File: src/rtl/mux_serial_nl_pkg.sv
// mux_serial_pkg: shared definitions for the mux_serial_nl serialising mux.
//   MODE_FIXED / MODE_COMPACT : per-frame slot mode carried on `selector`
//   state_e                   : frame FSM states (IDLE, EMIT)
//   idx_width()               : lane-index width for a given lane count
package mux_serial_pkg;

    localparam logic MODE_FIXED   = 1'b0;
    localparam logic MODE_COMPACT = 1'b1;

    typedef enum logic {
        IDLE,
        EMIT
    } state_e;

    function automatic int unsigned idx_width(input int unsigned lanes);
        return (lanes > 1) ? $clog2(lanes) : 1;
    endfunction

endpackage

File: src/rtl/mux_serial_nl_lane_pick.sv
// lane_pick: purely combinational search for the lowest set mask bit at or
// above a pointer.
//   mask : per-lane valid mask
//   ptr  : search start; one bit wider than a lane index so that LANES
//          itself (past the last lane) can be expressed
//   idx  : lowest set lane >= ptr (0 when none)
//   none : no set lane at or above ptr
module lane_pick
    import mux_serial_pkg::*;
#(
    parameter int unsigned LANES = 4,
    parameter int unsigned IDX_W = 2
) (
    input  logic [LANES-1:0] mask,
    input  logic [IDX_W:0]   ptr,
    output logic [IDX_W-1:0] idx,
    output logic             none
);

    always_comb begin
        idx  = '0;
        none = 1'b1;
        for (int unsigned i = 0; i < LANES; i++) begin
            if (none && mask[i] && (i >= 32'(ptr))) begin
                idx  = IDX_W'(i);
                none = 1'b0;
            end
        end
    end

endmodule

File: src/rtl/mux_serial_nl.sv
// mux_serial_nl: LANES-to-1 serialising multiplexer, one word per clk_4f.
// A frame of LANES words plus valid mask is captured in one cycle and
// emitted one slot per cycle, either in fixed-slot mode (every lane gets a
// slot) or compact mode (only valid lanes get a slot).
//   clk_4f, reset      : clock, synchronous active-high reset
//   Entrada            : frame data, lane i at [i*WIDTH +: WIDTH]
//   validEntrada       : per-lane valid mask
//   frame_valid        : frame presented this cycle
//   selector           : 0 = fixed-slot, 1 = compact (captured per frame)
//   in_ready           : frame accepted this cycle if frame_valid
//   Salida/validSalida : serial word and its valid flag
//   lane_id            : source lane of the current slot
//   sof                : first slot of a frame
//   parity             : ^Salida in valid slots (only with MUX_SERIAL_PARITY_EN)
module mux_serial_nl
    import mux_serial_pkg::*;
#(
    parameter int unsigned LANES = 4,
    parameter int unsigned WIDTH = 8,
    parameter int unsigned IDX_W = idx_width(LANES)
) (
    input  logic                   clk_4f,
    input  logic                   reset,
    input  logic [LANES*WIDTH-1:0] Entrada,
    input  logic [LANES-1:0]       validEntrada,
    input  logic                   frame_valid,
    input  logic                   selector,
    output logic                   in_ready,
    output logic [WIDTH-1:0]       Salida,
    output logic                   validSalida,
    output logic [IDX_W-1:0]       lane_id,
    output logic                   sof
`ifdef MUX_SERIAL_PARITY_EN
    ,
    output logic                   parity
`endif
);

    state_e                        state_q, state_d;
    logic [LANES-1:0][WIDTH-1:0]   data_q, data_d;
    logic [LANES-1:0]              mask_q, mask_d;
    logic                          mode_q, mode_d;
    logic [IDX_W-1:0]              ptr_q, ptr_d;
    logic                          first_q, first_d;
    logic [WIDTH-1:0]              salida_q, salida_d;
    logic                          valid_q, valid_d;
    logic [IDX_W-1:0]              lane_id_q, lane_id_d;
    logic                          sof_q, sof_d;
`ifdef MUX_SERIAL_PARITY_EN
    logic                          parity_q, parity_d;
`endif

    logic [IDX_W:0]   ptr_inc;
    logic [IDX_W-1:0] next_idx, first_idx;
    logic             next_none, first_none;
    logic             last_slot, accept, has_slot;

    assign ptr_inc = {1'b0, ptr_q} + {{IDX_W{1'b0}}, 1'b1};

    // Next valid lane after the current slot (compact advance / last test).
    lane_pick #(.LANES(LANES), .IDX_W(IDX_W)) u_pick_next (
        .mask (mask_q),
        .ptr  (ptr_inc),
        .idx  (next_idx),
        .none (next_none)
    );

    // First valid lane of the incoming frame (compact start / empty test).
    lane_pick #(.LANES(LANES), .IDX_W(IDX_W)) u_pick_first (
        .mask (validEntrada),
        .ptr  ('0),
        .idx  (first_idx),
        .none (first_none)
    );

    // ptr_q names the slot being prepared; the output registers show it one
    // cycle later. Readiness is raised while the last slot is being prepared
    // so that a new frame's first slot follows it with no bubble.
    assign last_slot = (state_q == EMIT) &&
                       ((mode_q == MODE_FIXED) ? (ptr_q == IDX_W'(LANES - 1))
                                               : next_none);
    assign in_ready  = !reset && ((state_q == IDLE) || last_slot);
    assign accept    = frame_valid && in_ready;
    assign has_slot  = (selector == MODE_FIXED) || !first_none;

    always_comb begin
        state_d   = state_q;
        data_d    = data_q;
        mask_d    = mask_q;
        mode_d    = mode_q;
        ptr_d     = ptr_q;
        first_d   = first_q;
        salida_d  = '0;
        valid_d   = 1'b0;
        lane_id_d = '0;
        sof_d     = 1'b0;

        if (state_q == EMIT) begin
            lane_id_d = ptr_q;
            sof_d     = first_q;
            valid_d   = (mode_q == MODE_COMPACT) ? 1'b1 : mask_q[ptr_q];
            salida_d  = valid_d ? data_q[ptr_q] : '0;
            first_d   = 1'b0;
            if (last_slot) begin
                state_d = IDLE;
            end else begin
                ptr_d = (mode_q == MODE_FIXED) ? ptr_inc[IDX_W-1:0] : next_idx;
            end
        end

        if (accept) begin
            data_d  = Entrada;
            mask_d  = validEntrada;
            mode_d  = selector;
            first_d = 1'b1;
            ptr_d   = (selector == MODE_COMPACT) ? first_idx : '0;
            state_d = has_slot ? EMIT : IDLE;
        end
    end

`ifdef MUX_SERIAL_PARITY_EN
    assign parity_d = valid_d & (^salida_d);
`endif

    always_ff @(posedge clk_4f) begin
        if (reset) begin
            state_q   <= IDLE;
            data_q    <= '0;
            mask_q    <= '0;
            mode_q    <= MODE_FIXED;
            ptr_q     <= '0;
            first_q   <= 1'b0;
            salida_q  <= '0;
            valid_q   <= 1'b0;
            lane_id_q <= '0;
            sof_q     <= 1'b0;
`ifdef MUX_SERIAL_PARITY_EN
            parity_q  <= 1'b0;
`endif
        end else begin
            state_q   <= state_d;
            data_q    <= data_d;
            mask_q    <= mask_d;
            mode_q    <= mode_d;
            ptr_q     <= ptr_d;
            first_q   <= first_d;
            salida_q  <= salida_d;
            valid_q   <= valid_d;
            lane_id_q <= lane_id_d;
            sof_q     <= sof_d;
`ifdef MUX_SERIAL_PARITY_EN
            parity_q  <= parity_d;
`endif
        end
    end

    assign Salida      = salida_q;
    assign validSalida = valid_q;
    assign lane_id     = lane_id_q;
    assign sof         = sof_q;
`ifdef MUX_SERIAL_PARITY_EN
    assign parity      = parity_q;
`endif

endmodule

File: config.mk
export PLATFORM = sky130hd
export DESIGN_NAME = mux_serial_nl
export DESIGN_NICKNAME = d
export VERILOG_FILES = /design/src/rtl/mux_serial_nl_pkg.sv /design/src/rtl/mux_serial_nl_lane_pick.sv /design/src/rtl/mux_serial_nl.sv
export SDC_FILE = /design/constraint.sdc
export NUM_CORES = 1
export LEC_CHECK = 0
export ABC_CLOCK_PERIOD_IN_PS = 4500
export CORE_AREA = 5 5 52 100
export DETAILED_ROUTE_END_ITERATION = 8
export DIE_AREA = 0 0 57 105
export PLACE_DENSITY = 0.91
export SYNTH_ARGS = -nofsm -noshare
export SYNTH_HDL_FRONTEND = slang
export SYNTH_SLANG_ARGS = --single-unit
File: constraint.sdc
create_clock -name clk_4f -period 4.5 [get_ports clk_4f]
set_clock_uncertainty 0.15 [all_clocks]
set_input_delay 0.675 -clock clk_4f [delete_from_list [all_inputs] [get_ports clk_4f]]
set_output_delay 0.675 -clock clk_4f [all_outputs]
set_load 0.02 [all_outputs]
==> After elaboration in Yosys (flattened, before gate mapping) <==
Cells that the tools add are included.
{ "op_classes": {"n_shift": 0, "bitwise": 3, "n_reduce_logical": 21, "multipliers": 0, "muxes": 31, "eq_ne": 2, "add_sub_neg": 1, "n_lt_le_gt_ge": 5, "div_mod_pow": 0} }
{ "op_table": {"columns": ["op", "count"], "rows": [
  ["1-bit 2-to-1 mux", 19],
  ["2-bit 2-to-1 mux", 9],
  ["8-bit binary-select mux with 2-bit select", 1],
  ["1-bit logical AND", 13],
  ["8-bit 2-to-1 mux", 1],
  ["1-bit by 3-bit >= comparator with 1-bit output, first input constant", 2],
  ["2-bit by 3-bit >= comparator with 1-bit output, first input constant", 2],
  ["2-bit by 1-bit adder with 3-bit output, second input constant", 1],
  ["2-bit by 3-bit less-than comparator with 1-bit output, second input constant", 1],
  ["1-bit NOT", 3],
  ["3-bit OR reduction", 1],
  ["1-bit binary-select mux with 2-bit select", 1],
  ["2-bit equality test, second input constant", 1],
  ["1-bit zero test", 2],
  ["1-bit logical OR", 2],
  ["2-bit by 1-bit inequality test with 1-bit output, second input constant", 1],
  ["2-bit AND reduction", 1],
  ["2-bit nonzero test", 1],
  ["2-bit OR reduction", 1]
]} }
{ "word_totals": {"out_inout_bits": 13, "latch_bits": 0, "elab_cells": 76, "mem_bits_ro": 0, "n_memories": 0, "ram_bits": 0, "register_bits": 53, "inputBits": 40} }

==> Longest topological paths before layout <==
{ "depth": {"depth_word": 20, "depth_mapped": 10} }

==> Hierarchy <==
A second synthesis with hierarchy kept.
{ "hier_totals": {"cells_unflattened": 181, "area_unflattened_um2": 2267.2} }
{ "modules_own_cells": {"columns": ["mod", "cells_per_inst", "seq_area_each_um2", "instances", "area_per_inst_um2"], "rows": [
  ["mux_serial_nl", 155, 1061.0, 1, 2109.5],
  ["lane_pick", 13, 0.0, 2, 78.8]
]} }

==> Worst setup path before layout <==
Ideal clock, no wire load.
{ "synth_path": {"kind": "flip-flop to output port", "start": "register ptr_q[1]", "end": "output port in_ready", "required_ns": 3.675, "path_buffers": 1, "path_stages_with_launch": 8, "t_arrival_ns": 1.918, "path_slack_ns": 1.757, "cell_sequence": "dfxtp_1 -> clkbuf_1 -> inv_1 -> ha_1 -> o21ai_0 -> and3_4 -> a31oi_4 -> nor2_1"} }
{ "synth_via": {"elab_chain_len": 17, "elab_cells_between_ends": 21, "cone_classes": "add/sub (1); order compare (4); eq/ne (1); mux (5); reduce/logical (10)"} }
{ "synth_lines": {"columns": ["item", "line_no", "source"], "rows": [
  ["start, declared", "mux_serial_nl.sv:43", "logic [IDX_W-1:0] ptr_q, ptr_d;"],
  ["start signal, assigned", "mux_serial_nl.sv:145", "ptr_q <= ptr_d;"],
  ["2-bit by 1-bit adder with 3-bit output", "mux_serial_nl.sv:58", "assign ptr_inc = {1'b0, ptr_q} + {{IDX_W{1'b0}}, 1'b1};"],
  ["1-bit by 3-bit >= comparator with 1-bit output", "mux_serial_nl_lane_pick.sv:24", "if (none && mask[i] && (i >= 32'(ptr))) begin"],
  ["1-bit logical AND", "mux_serial_nl_lane_pick.sv:24", null],
  ["1-bit 2-to-1 mux", "mux_serial_nl_lane_pick.sv:24", null],
  ["1-bit logical AND (2 in series)", "mux_serial_nl_lane_pick.sv:24", null],
  ["1-bit 2-to-1 mux", "mux_serial_nl_lane_pick.sv:24", null],
  ["1-bit logical AND (2 in series)", "mux_serial_nl_lane_pick.sv:24", null],
  ["1-bit 2-to-1 mux", "mux_serial_nl_lane_pick.sv:24", null],
  ["1-bit logical AND (2 in series)", "mux_serial_nl_lane_pick.sv:24", null],
  ["1-bit 2-to-1 mux", "mux_serial_nl_lane_pick.sv:24", null],
  ["1-bit 2-to-1 mux (*)", "mux_serial_nl.sv:80", "((mode_q == MODE_FIXED) ? (ptr_q == IDX_W'(LANES - 1))"],
  ["1-bit logical AND (*)", "mux_serial_nl.sv:79", "assign last_slot = (state_q == EMIT) &&"],
  ["1-bit logical OR (*)", "mux_serial_nl.sv:82", "assign in_ready = !reset && ((state_q == IDLE) || last_slot);"],
  ["1-bit logical AND (*)", "mux_serial_nl.sv:82", null],
  ["end, declared", "mux_serial_nl.sv:28", "output logic in_ready,"]
]} }
Mark *: on every way between the ends. The rest lies on a longest branch, timed or not.

==> Worst setup path after layout <==
{ "layout_path": {"start": "register ptr_q[0]", "end": "output port in_ready"} }
Same word-level chain as after synthesis.

==> metrics <==
critical path capture point type=output port; Global Route Usage Sum=15.0%; site row count=34; largest net degree at the start of global routing=39; Top Ports=53; nets=260; Peak Freq=262 MHz; # resized after CTS=0; Max IR drop VDD=0.347 mV; CP Launch Type=register; multi-input logic area=930 sq um; final setup vio count=0; GR Overflow Total=0; Clock Latency Late Sink=300 ps; register area share after synthesis=50.8%; cell taking the most area after synthesis=dfxtp_1; fin util=62.0%; antenna violations before repair=0; crit path cell chain=inv_1, ha_1, o21ai_0, and3_4, a31oi_4, nor2_1, clkdlybuf4s50_1; crit path buf inv count=2; Worst Path Required=3670 ps; postcts setup bufs=0; EDFF count, synth=0; mux contribution to synthesized area=9.89%; period utilisation layout=84.9%; Pins Over Slew Limit=0; Synth Area in Simple Gates=8.03%; GPL Wtd Cong=0.864; CTS tree=built; CTS Root Cell=clkbuf_8; Synth Flop Type=dfxtp_1; Rel. slew slack=37.6%; power density cells=341 nW/um^2; Synth Area in Compound Gates=23.6%; share of the synthesized area in the top cell type=50.8%; initial DRC count=15; Max clock buf depth=2; DRC violations left=0; CP top delay family=flip-flops; r2r setup slk=1390 ps; CP max stage cell=dfxtp_1; first-pass GRT wire length=7090 microns; Sink Count=53; DIE WIDTH=57 microns; Async SR Flop Fraction=0%; status=complete, no violations; # diodes=0; wire length per cell=16.4 microns; top cells by count, synth=53 x dfxtp_1, 37 x a22o_1, 10 x nor2b_1, 8 x mux4_2; yosys warns=0; ANT nets after route=0; Worst EP arrival=3000 ps; fin crit period=3820 ps; Final TNS setup=0 ps; CTS H-tree lvls=2; Core Area=4340 sq um; HPWL Detailed=3290 microns; Fin. Hold Viols=0; net count after synthesis=212; Synth area leaders=dfxtp_1 51%, a22o_1 16%, mux4_2 8.6%; Routed Wire Length=4420 microns; cell area after synthesis=2090 sq um; Post-Synth XOR/XNOR Area=0%; slew at the pin with the worst max-slew slack=934 ps; vias in the first global route=1,561; Static Leak=1.03 nW; # Max-Cap Violations=0; crit-path max cell delay=820 ps; HP Class=reg -> reg; Design Power=0.917 mW; Crit Path Class=reg -> out; via count of the routed design=1,495; hold_buf cts=0; Synth Area per Inst=12.5 sq um; share of post-route cells with drive strength above 1=10.6%; most frequent cell after synthesis=dfxtp_1; post-synthesis adder-cell area fraction=3.00%; CP Max Fanout=16; post-synth cell types=34; synthesis-to-layout area growth=28.8%; Die H=105 microns; drt via density=5.54; 1st-pass router iterations=4; Worst-path clk slew=100 ps; die area=5990 sq um; largest family of logic cells by synthesized area=compound AO/OA/AOI/OAI gates; Initial Utilization=48.1%; Buffers on Ports=52; # fillers=372; Cells after Synth=167; unrepaired setup endpoints after global routing=no; FF+latch count, synth=53; Seq. cell area=1060 sq um; CTS Buf Count=5
## layer usage
| layer | part of all wire (%) | global-route usage [%] | vias to the layer above | wire, microns |
|---|---|---|---|---|
| li1 | - | - | 728 | - |
| met1 | 37 | 16.1 | 720 | 1660 |
| met2 | 56 | 28.1 | 43 | 2470 |
| met3 | 5.1 | 2.72 | 4 | 224 |
| met4 | 1.5 | 5.47 | 0 | 66 |
| met5 | 0 | 0 | - | 0 |
## per-stage QoR
stage / cells / area, sq um / hold slack (ps) / worst slack, ps
floorplan: 167 / 2090 / 268 / 1760
detailed placement: 262 / 2600 / 293 / 991
finish: 270 / 2690 / 314 / 678
CTS: 270 / 2690 / 316 / 646
global placement: 262 / 2600 / 276 / 1100
global route: 270 / 2690 / 341 / 489
## flip-flops by register name, indices dropped and copies added, names as in the netlist
register and flops:
sof 1, mode_q 1, lane_id 2, mask_q 4, state_q 1, Salida 8
first_q 1, data_q 32, validSalida 1, ptr_q 2
## power by group
group          switching, mW  internal (mW)
clock network          0.155          0.111
logic                 0.0509         0.0804
registers             0.0236          0.496
## logic make-up after synthesis
family / count (synthesis)
flip-flops: 53
adder cells (fa/ha/maj): 5
AO/OA/AOI/OAI: 57
AND/OR/NAND/NOR: 27
multiplexers: 9
buffers and inverters: 16
## worst register-to-register path: cells and delay by family (launching register included)
kind	cells	cell delay, ps
buffers and inverters	1	190
adder cells (fa/ha/maj)	1	240
AND/OR/NAND/NOR	2	960
AO/OA/AOI/OAI	3	690
flip-flops	1	820
## cells in the final DEF, fill, tap and decap left out, types with 2 or more instances in the layout
master,Yosys,routed
clkinv_4,0,2
clkbuf_8,0,5
o22ai_1,2,2
a32o_1,2,2
o21ai_0,2,2
a22o_1,37,37
nand2b_1,2,2
o21ai_1,2,2
clkdlybuf4s50_1,0,52
nor2b_1,10,10
inv_1,5,5
and2_1,4,4
ha_1,5,5
a21oi_1,3,3
dfxtp_1,53,53
nor2_1,5,5
mux4_2,8,8
## cell type report
class                      instances  share of cell area [%]
tap                               54                    2.51
clock inverter                     3                   0.838
multi-input combinational         98                    34.6
inverter                           5                   0.698
clock buffer                       5                    2.56
sequential                        53                    39.5
timing repair buffer              52                    19.4
## path summary, 6_finish.rpt
path                    end  cells after the start      from
setup / recovery   in_ready                      7  ptr_q[0]
hold / removal      first_q                      1   first_q
setup reg to reg  data_q[2]                      7  ptr_q[0]
hold reg to reg     first_q                      1   first_q
No activity file was read; power rests on OpenSTA's default activity.
